`src/rtl/crypt_pipe.sv`:
```
// crypt_pipe: fully pipelined N-bit encrypt/decrypt datapath, one cipher round
// per stage. Every beat carries its own mode bit and key snapshot, so modes can
// interleave freely and the key may change while beats are in flight.
module crypt_pipe #(
  parameter int N      = 8,
  parameter int ROUNDS = 4
) (
  input  logic         clock,
  input  logic         rst,
  input  logic         en,
  input  logic         mode,
  input  logic         key_ld,
  input  logic [N-1:0] key,
  input  logic [N-1:0] din,
  output logic [N-1:0] dout,
  output logic         v,
  output logic [15:0]  cnt
);

  // The last stage never forwards its mode/key, so only ROUNDS-1 snapshots are kept.
  localparam int SR = (ROUNDS > 1) ? ROUNDS - 1 : 1;

  // Rotate left by s mod N; s is always a per-stage constant here.
  function automatic logic [N-1:0] rotl(input logic [N-1:0] x, input int s);
    int sm;
    sm = s % N;
    if (sm == 0) return x;
    return (x << sm) | (x >> (N - sm));
  endfunction

  // Encrypt round: rotl(x ^ k, 1) + r.
  function automatic logic [N-1:0] enc_round(input logic [N-1:0] x,
                                             input logic [N-1:0] k,
                                             input logic [N-1:0] rc);
    logic [N-1:0] t;
    t = x ^ k;
    t = {t[N-2:0], t[N-1]};
    return t + rc;
  endfunction

  // Decrypt round: rotr(x - r, 1) ^ k, the exact inverse of enc_round.
  function automatic logic [N-1:0] dec_round(input logic [N-1:0] x,
                                             input logic [N-1:0] k,
                                             input logic [N-1:0] rc);
    logic [N-1:0] t;
    t = x - rc;
    t = {t[0], t[N-1:1]};
    return t ^ k;
  endfunction

  logic [N-1:0]              key_reg;
  logic [N-1:0]              key_eff;
  logic [ROUNDS-1:0]         valid_reg;
  logic [ROUNDS-1:0][N-1:0]  data_reg;
  logic [SR-1:0]             mode_reg;
  logic [SR-1:0][N-1:0]      skey_reg;
  logic [15:0]               cnt_reg;

  // Per-stage inputs and the combinational result of that stage's round.
  logic [ROUNDS-1:0]         in_valid;
  logic [ROUNDS-1:0]         in_mode;
  logic [ROUNDS-1:0][N-1:0]  in_data;
  logic [ROUNDS-1:0][N-1:0]  in_key;
  logic [ROUNDS-1:0][N-1:0]  round_out;

  // A beat arriving alongside key_ld already uses the new key.
  assign key_eff = key_ld ? key : key_reg;

  genvar gi;
  generate
    for (gi = 0; gi < ROUNDS; gi++) begin : g_stage
      localparam logic [N-1:0] ENC_RC = N'(gi);
      localparam logic [N-1:0] DEC_RC = N'(ROUNDS - 1 - gi);

      if (gi == 0) begin : g_head
        assign in_valid[gi] = en;
        assign in_mode[gi]  = mode;
        assign in_data[gi]  = din;
        assign in_key[gi]   = key_eff;
      end else begin : g_body
        assign in_valid[gi] = valid_reg[gi-1];
        assign in_mode[gi]  = mode_reg[gi-1];
        assign in_data[gi]  = data_reg[gi-1];
        assign in_key[gi]   = skey_reg[gi-1];
      end

      // Encrypt walks rounds 0..ROUNDS-1 forward, decrypt walks them backward.
      assign round_out[gi] = in_mode[gi]
                           ? enc_round(in_data[gi], rotl(in_key[gi], gi), ENC_RC)
                           : dec_round(in_data[gi], rotl(in_key[gi], ROUNDS - 1 - gi), DEC_RC);
    end
  endgenerate

  // Key register: loads on key_ld, cleared by reset.
  always_ff @(posedge clock) begin
    if (!rst) begin
      key_reg <= '0;
    end else if (key_ld) begin
      key_reg <= key;
    end
  end

  // Pipeline shift plus result counter; the last stage holds data on bubbles.
  always_ff @(posedge clock) begin
    if (!rst) begin
      valid_reg <= '0;
      data_reg  <= '0;
      mode_reg  <= '0;
      skey_reg  <= '0;
      cnt_reg   <= '0;
    end else begin
      valid_reg <= in_valid;
      for (int i = 0; i < ROUNDS; i++) begin
        if (i != ROUNDS - 1 || in_valid[i]) data_reg[i] <= round_out[i];
      end
      for (int i = 0; i < ROUNDS - 1; i++) begin
        mode_reg[i] <= in_mode[i];
        skey_reg[i] <= in_key[i];
      end
      if (in_valid[ROUNDS-1]) cnt_reg <= cnt_reg + 16'd1;
    end
  end

  assign v    = valid_reg[ROUNDS-1];
  assign dout = data_reg[ROUNDS-1];
  assign cnt  = cnt_reg;

endmodule

```
`config.mk`:
```
export PLATFORM = sky130hd
export DESIGN_NAME = crypt_pipe
export DESIGN_NICKNAME = d
export VERILOG_FILES = /design/src/rtl/crypt_pipe.sv
export SDC_FILE = /design/constraint.sdc
export NUM_CORES = 1
export LEC_CHECK = 0
export BUFFER_PORTS_ARGS = -buffer_cell sky130_fd_sc_hd__buf_2
export CAP_MARGIN = 20
export CORE_MARGIN = 2
export CORE_UTILIZATION = 40
export CTS_CLUSTER_SIZE = 16
export DETAILED_ROUTE_END_ITERATION = 6
export GPL_TIMING_DRIVEN = 0
export MAX_ROUTING_LAYER = met4
export PLACE_DENSITY_LB_ADDON = 0.25
export SETUP_SLACK_MARGIN = 0.5
export SKIP_LAST_GASP = 1
export SLEW_MARGIN = 30
export SYNTH_ARGS = -nofsm -noshare
export SYNTH_HDL_FRONTEND = slang
export SYNTH_SLANG_ARGS = --single-unit
```
`constraint.sdc`:
```
create_clock -name clock -period 2.4 [get_ports clock]
set_input_delay 0.36 -clock clock [delete_from_list [all_inputs] [get_ports clock]]
set_output_delay 0.36 -clock clock [all_outputs]
set_load 0.02 [all_outputs]
```
==> results of run 1 <==
## routing by layer
metal  track usage  vias up
li1              -     1594
met3       0.04637       12
met5             -        -
met4       0.05567        0
met2        0.2908       56
met1        0.1898     1393
## worst max-delay path: stages (launching register included)
cell     delay, ns
dfxtp_1       0.34
xnor2_1       0.18
or3_1         0.40
or4_1         0.48
a21oi_1       0.16
o22ai_1       0.10
## how the worst min path moves through the flow
stage / start / endpoint / slack [ns] / depth (start not counted)
after floorplan: valid_reg[0] / valid_reg[1] / 0.41 / 1
after global placement: valid_reg[0] / valid_reg[1] / 0.41 / 1
after detailed placement: valid_reg[1] / valid_reg[2] / 0.42 / 1
after CTS: en / valid_reg[0] / 0.21 / 2
after global routing: en / valid_reg[0] / 0.21 / 2
final: en / valid_reg[0] / 0.22 / 2
## cell families after synthesis
logic type | count (synthesis) | share of synthesized area
AND/OR/NAND/NOR | 155 | 0.1963
XOR/XNOR | 94 | 0.2080
flip-flops | 79 | 0.3996
AO/OA/AOI/OAI | 56 | 0.08410
buffers and inverters | 39 | 0.04616
multiplexers | 17 | 0.04363
adder cells (fa/ha/maj) | 7 | 0.02213
## cell usage after synthesis, types with 3 or more instances
master    instances  share of area
nand3_1          10          0.013
o22ai_1           5         0.0079
nand4_1           4         0.0063
nor2_1           50          0.047
ha_1              7          0.022
xnor2_1          56           0.12
inv_1            13          0.012
or3_1             6         0.0095
o21ai_0          16          0.020
mux2i_1          15          0.038
buf_4             9          0.017
clkbuf_1         11          0.010
dfxtp_1          79           0.40
a21oi_1          19          0.024
buf_1             3         0.0028
and2_1           24          0.038
nor3_1            8          0.010
and3_1            4         0.0063
nor4_1            5         0.0079
xor2_1           38          0.084
nand2_1          27          0.026
a211oi_1          6          0.011
## where the power goes
part	switching [mW]	internal, mW
sequential	0.0801	1.40
combinational	0.353	0.313
clock	0.514	0.387
total	0.947	2.10
## repair_timing
action | in CTS | in global routing
gates resized for setup | 0 | 5
setup endpoints to repair | 0 | 4
endpoints found under the hold margin | 0 | 0
## cell usage in the layout (no fill, tap or decap), drive strengths merged, types with 7 or more instances in the layout
cell type,netlist,routed
a21oi,19,19
nand3,10,10
buf,14,57
xor2,38,38
inv,14,16
ha,7,7
xnor2,56,56
o21ai,16,16
clkbuf,11,20
and2,24,24
mux2i,15,15
nand2,27,27
nor3,8,8
dfxtp,79,79
nor2,50,50
## area by class of cell
type                    instances  area (µm²)
fillers                       945        5140
multi-input cells             329        2216
flip-flops and latches         79        1582
repair buffers                 43       215.2
well taps                     133       166.4
plain buffers                  25       131.4
clock buffers                   9       123.9
clock inverters                 7       57.56
inverters                      14       52.55
==> qor.txt, run 1 <==
# setup viols final: 0
Overall Power: 3.046 mW
run status: complete, no violations
fin crit share: 0.7477
IO Pins: 46
top layer in use: met4
Main synth FF type: dfxtp_1
Worst Setup SP: data_reg[18]
Setup TNS: 0 ns
synth-to-layout area growth: 14.83%
postcts setup bufs: 0
Worst R2R Path Depth: 5
area of the die: 10,710 µm²
Cells after Synth: 447
Net count, final: 529
final cell count without fillers: 639
fin area: 4544 µm²
post-synthesis sequential area ratio: 0.3996
WL per Instance: 12.56 µm
class of the worst hold path: input pin to register
Antenna diodes: 0
Ys Warns: 0
Max-slew headroom: 0.5406
root buffer cell: clkbuf_8
number of flops mapped to enable cells by yosys: 0
core region area: 9684 µm²
placement-stage cell area: 4339 µm²
critical path data arrival time: 2.01 ns
Synth Area per Inst: 8.854 µm²
WS Path Type: register to register
Crit Reg-Reg Startpoint: data_reg[18]
total number of vias: 3,055
Setup Slack @ Placement: 0.4584 ns
die width: 103.5 µm
Placed Cells: 623
CTS tree: done
initial drt markers: 76
clock sinks: 79
Worst Setup Start Kind: register
CP endpoint kind: register
Worst-Skew Late Latency: 0.35 ns
minimum clock period: 1.795 ns
RSZ-0062 raised after global routing: true
Worst Setup Slack, final: 0.6055 ns
Via density: 4.781
maximum VDD drop: 0.2983 mV
Synthesized Nets: 475
# H-tree levels: 3
Yosys reg bits: 79
Placement Rows: 36
antenna violations before repair: 0
hold buffers post-CTS: 0
DR WL met2: 4054 µm
Initial Util: 0.4087
Final GP Congestion: 0.8695
port buffer count: 43
wl on met1: 3553 µm
Final Util: 0.4693
skew final: 0.01128 ns
first-pass GRT wire length: 13,620 µm
CTS Buffer Depth: 2
Cell variety after synth: 44
Reg clk slew, reported paths: 0.09 ns
DP HPWL: 6268 µm
Async SR Flop Fraction: 0
Fmax: 557.2 MHz
P per Cell Area: 670.3 nW/µm²
CTS Buf Count: 9
leakage: 1.871 nW
drt total wl: 8023 µm
max capacitance violation total: 0
Die Height: 103.5 µm
layout cells sized above 1: 0.1561
GRT Resource Usage Total: 0.1692
Synth Cell Area: 3958 µm²
RR Endpoint: dout[6]
vias in the first global route: 2,987
GRT overflow: 0
Hold Slack: 0.2204 ns
largest net degree at the start of global routing: 16
Pre-antenna DRT Iters: 4
last element of the critical path: dout[6]
worst-path maximum fanout: 4
CP Data Required Time: 2.61 ns
met3 WL: 272 µm
Post-DRT Antenna Nets: 0
reg-to-reg slack, setup: 0.61 ns
max-slew violations: 0
Slew @ Worst Pin: 0.6717 ns
Residual DRC: 0
Hold Vio Cnt, Final: 0
Note: power is estimated with default switching activity, not from simulation.
==> run 2: changes to the inputs <==
--- a/config.mk
+++ b/config.mk
@@ -5,6 +5,7 @@
 export SDC_FILE = /design/constraint.sdc
 export NUM_CORES = 1
 export LEC_CHECK = 0
+export ABC_AREA = 1
 export BUFFER_PORTS_ARGS = -buffer_cell sky130_fd_sc_hd__buf_2
 export CAP_MARGIN = 20
 export CORE_MARGIN = 2
==> constraint.sdc (replaced) <==
create_clock -name clock -period 1.8 [get_ports clock]
set_input_delay 0.27 -clock clock [delete_from_list [all_inputs] [get_ports clock]]
set_output_delay 0.27 -clock clock [all_outputs]
set_load 0.02 [all_outputs]
==> run 2 against run 1 <==
Compared with the run above: the run now ends with DRC left; sequential power rose by 34%; global-route usage rose by 3.2 points; clock skew rose by 0.0036 ns; routed wire length rose by 35%; synthesized cell count rose by 34%; critical path depth rose by 7; highest routed layer unchanged; total power rose by 47%; cell count rose by 31%; largest cell class unchanged; critical path type unchanged.
==> qor.txt, run 2 <==
leakage: 2.632 nW (was 1.871 nW)
Async SR Flop Fraction: 0 (unchanged)
total number of vias: 4,011 (was 3,055)
initial drt markers: 186 (was 76)
Placement Rows: 37 (was 36)
number of flops mapped to enable cells by yosys: 0 (unchanged)
Die Height: 106.1 µm (was 103.5 µm)
Largest stage delay, worst path: 0.36 ns (was 0.48 ns)
P per Cell Area: 799.5 nW/µm² (was 670.3 nW/µm²)
CTS Buf Count: 9 (unchanged)
die width: 106.1 µm (was 103.5 µm)
critical path data arrival time: 1.69 ns (was 2.01 ns)
Post-DRT Antenna Nets: 0 (unchanged)
vias in the first global route: 3,732 (was 2,987)
Hold Slack: 0.08742 ns (was 0.2204 ns)
Cells after Synth: 601 (was 447)
antenna violations before repair: 0 (unchanged)
failing checks: DRC
first-pass GRT wire length: 17,390 µm (was 13,620 µm)
Initial Util: 0.4079 (was 0.4087)
area of the die: 11,260 µm² (was 10,710 µm²)
Net count, final: 722 (was 529)
max-slew violations: 0 (unchanged)
top cell type's share of synthesized area: 0.3790 (was 0.3996)
core region area: 10,230 µm² (was 9684 µm²)
post-synthesis sequential area ratio: 0.3790 (was 0.3996)
Antenna diodes: 0 (unchanged)
Main synth FF type: dfxtp_1 (unchanged)
# H-tree levels: 3 (unchanged)
synth-to-layout area growth: 34.51% (was 14.83%)
worst-path maximum fanout: 4 (unchanged)
leading cell type in the layout, fill and taps excluded: nand2_1 (was dfxtp_1)
sequential cell area: 1643 µm² (was 1582 µm²)
root buffer cell: clkbuf_8 (unchanged)
max capacitance violation total: 0 (unchanged)
CP top delay family: simple AND/OR/NAND/NOR gates (unchanged)
top post-synthesis cells by count: nand2_1, inv_1, dfxtp_1, a21oi_1 (was dfxtp_1, xnor2_1, nor2_1, xor2_1, nand2_1)
Worst Setup Slack, final: 0.3511 ns (was 0.6055 ns)
Worst Setup Start Kind: register (unchanged)
Synthesized Nets: 629 (was 475)
cell taking the most area after synthesis: dfxtp_1 (unchanged)
CP Data Required Time: 2.04 ns (was 2.61 ns)
Setup TNS: 0 ns (unchanged)
Max-slew headroom: 0.5292 (was 0.5406)
Final GP Congestion: 0.8965 (was 0.8695)
Fmax: 690.2 MHz (was 557.2 MHz)
Via density: 4.804 (was 4.781)
minimum clock period: 1.449 ns (was 1.795 ns)
DP HPWL: 7547 µm (was 6268 µm)
Setup Slack @ Placement: 0.1484 ns (was 0.4584 ns)
Hold Vio Cnt, Final: 0 (unchanged)
WL per Instance: 13.00 µm (was 12.56 µm)
Multi-input gate area: 2507 µm² (was 2216 µm²)
Final Util: 0.5486 (was 0.4693)
most frequent cells in the layout: nand2_1, inv_1, dfxtp_1 (was dfxtp_1, xnor2_1, nor2_1)
Yosys reg bits: 79 (unchanged)
Fillers: 929 (was 945)
Pre-antenna DRT Iters: 7 (was 4)
RSZ-0062 raised after global routing: true (unchanged)
reg-to-reg slack, setup: 0.35 ns (was 0.61 ns)
GRT Resource Usage Total: 0.2013 (was 0.1692)
layout cells sized above 1: 0.3147 (was 0.1561)
run status: finished, violations left (was complete, no violations)
clock sinks: 79 (unchanged)
Synth Area per Inst: 6.943 µm² (was 8.854 µm²)
Slew @ Worst Pin: 0.7061 ns (was 0.6717 ns)
Worst-Skew Late Latency: 0.36 ns (was 0.35 ns)
most common cell in the netlist: nand2_1 (was dfxtp_1)
fin crit share: 0.8050 (was 0.7477)
largest net degree at the start of global routing: 16 (unchanged)
drt total wl: 10,860 µm (was 8023 µm)
Cell variety after synth: 37 (was 44)
IO Pins: 46 (unchanged)
Synth Cell Area: 4173 µm² (was 3958 µm²)
maximum VDD drop: 0.3344 mV (was 0.2983 mV)
skew final: 0.01487 ns (was 0.01128 ns)
CTS tree: done (unchanged)
Residual DRC: 1 (was 0)
synth top area cells: dfxtp_1, nand2_1, inv_1 (was dfxtp_1, xnor2_1, xor2_1)
worst-path cell with the longest stage delay: dfxtp_2 (was or4_1)
CTS Buffer Depth: 2 (unchanged)
WS Path Type: register to register (unchanged)
Ys Warns: 0 (unchanged)
CP endpoint kind: register (unchanged)
Critical path buffers and inverters: 2 (was 0)
class of the worst hold path: input pin to register (unchanged)
# setup viols final: 0 (unchanged)
Reg clk slew, reported paths: 0.09 ns (about the same)
GRT overflow: 0 (unchanged)
port buffer count: 44 (was 43)
crit-path cells: inv_2 -> nand2_2 -> nand2_4 -> ha_4 -> inv_4 -> nand3_4 -> nor2_4 -> nand2_1 -> nand2_1 -> nand3_2 -> nand2_2 -> a21oi_2 (was xnor2_1 -> or3_1 -> or4_1 -> a21oi_1 -> o22ai_1)
[run 2: cell count changes after synthesis, sizes merged, moves of 6 or more]
cell | previous run | this run
mux2i | 15 | 1
xor2 | 38 | 27
inv | 14 | 104
xnor2 | 56 | 17
a211oi | 6 | 0
nand2 | 27 | 126
a21oi | 19 | 49
or3 | 6 | 0
and2 | 24 | 0
nand3 | 10 | 36
o21ai | 16 | 47
[run 2: timing repair]
action                     4_1_cts  5_1_grt
hold buffers                     0        0
resized for setup               72       71
setup endpoints to repair       28       45
pin swaps                       27       39
buffers inserted                20       18
[run 2: report_power, final]
| group | internal [mW] | switching [mW] |
|---|---|---|
| clock network | 0.657 | 0.705 |
| logic | 0.502 | 0.634 |
| registers | 1.87 | 0.125 |
| total | 3.02 | 1.46 |
[run 2: metal layers]
metal  vias to the layer above  wire (µm)  track usage
met5                         -          0            -
met4                         0        320      0.09586
met3                        25        371      0.03433
met2                        89       5388       0.3292
met1                      1826       4777       0.2415
li1                       2071          -            -
[run 2: path summary, 6_finish.rpt]
kind | start | endpoint | cells after the start
setup reg to reg | in_key[29] | dout[6] | 12
hold reg to reg | valid_reg[1] | valid_reg[2] | 2
setup / recovery | in_key[29] | dout[6] | 12
hold / removal | en | valid_reg[0] | 3
[run 2: cells by family after synthesis]
kind of cell | after synthesis | share of synthesized area
AND/OR/NAND/NOR | 232 | 0.2375
buffers and inverters | 127 | 0.1244
AO/OA/AOI/OAI | 111 | 0.1415
flip-flops | 79 | 0.3790
XOR/XNOR | 44 | 0.09415
adder cells (fa/ha/maj) | 7 | 0.02099
multiplexers | 1 | 0.002399
[run 2: layout make-up]
type | count | share of cell area
Clock inverter | 7 | 0.01427
Multi-Input combinational cell | 395 | 0.4467
Sequential cell | 79 | 0.2927
Clock buffer | 9 | 0.02207
Timing Repair Buffer | 82 | 0.09675
Inverter | 106 | 0.07445
Buffer | 21 | 0.02274
Tap cell | 136 | 0.03032
[run 2: stage by stage]
| step | cells | instance area (µm²) | power, mW |
|---|---|---|---|
| floorplan | 601 | 4220 | 2.626 |
| global placement | 781 | 4611 | 2.832 |
| detailed placement | 781 | 4611 | 2.847 |
| CTS | 817 | 5239 | 4.369 |
| global route | 835 | 5613 | 4.733 |
| finish | 835 | 5613 | 4.488 |
[run 2: worst register-to-register path: cells and delay by family, from the launching register on]
family                   cells  cell delay [ns]
AO/OA/AOI/OAI                1             0.05
adder cells (fa/ha/maj)      1             0.16
buffers and inverters        2             0.10
flip-flops                   1             0.36
AND/OR/NAND/NOR              8             0.64
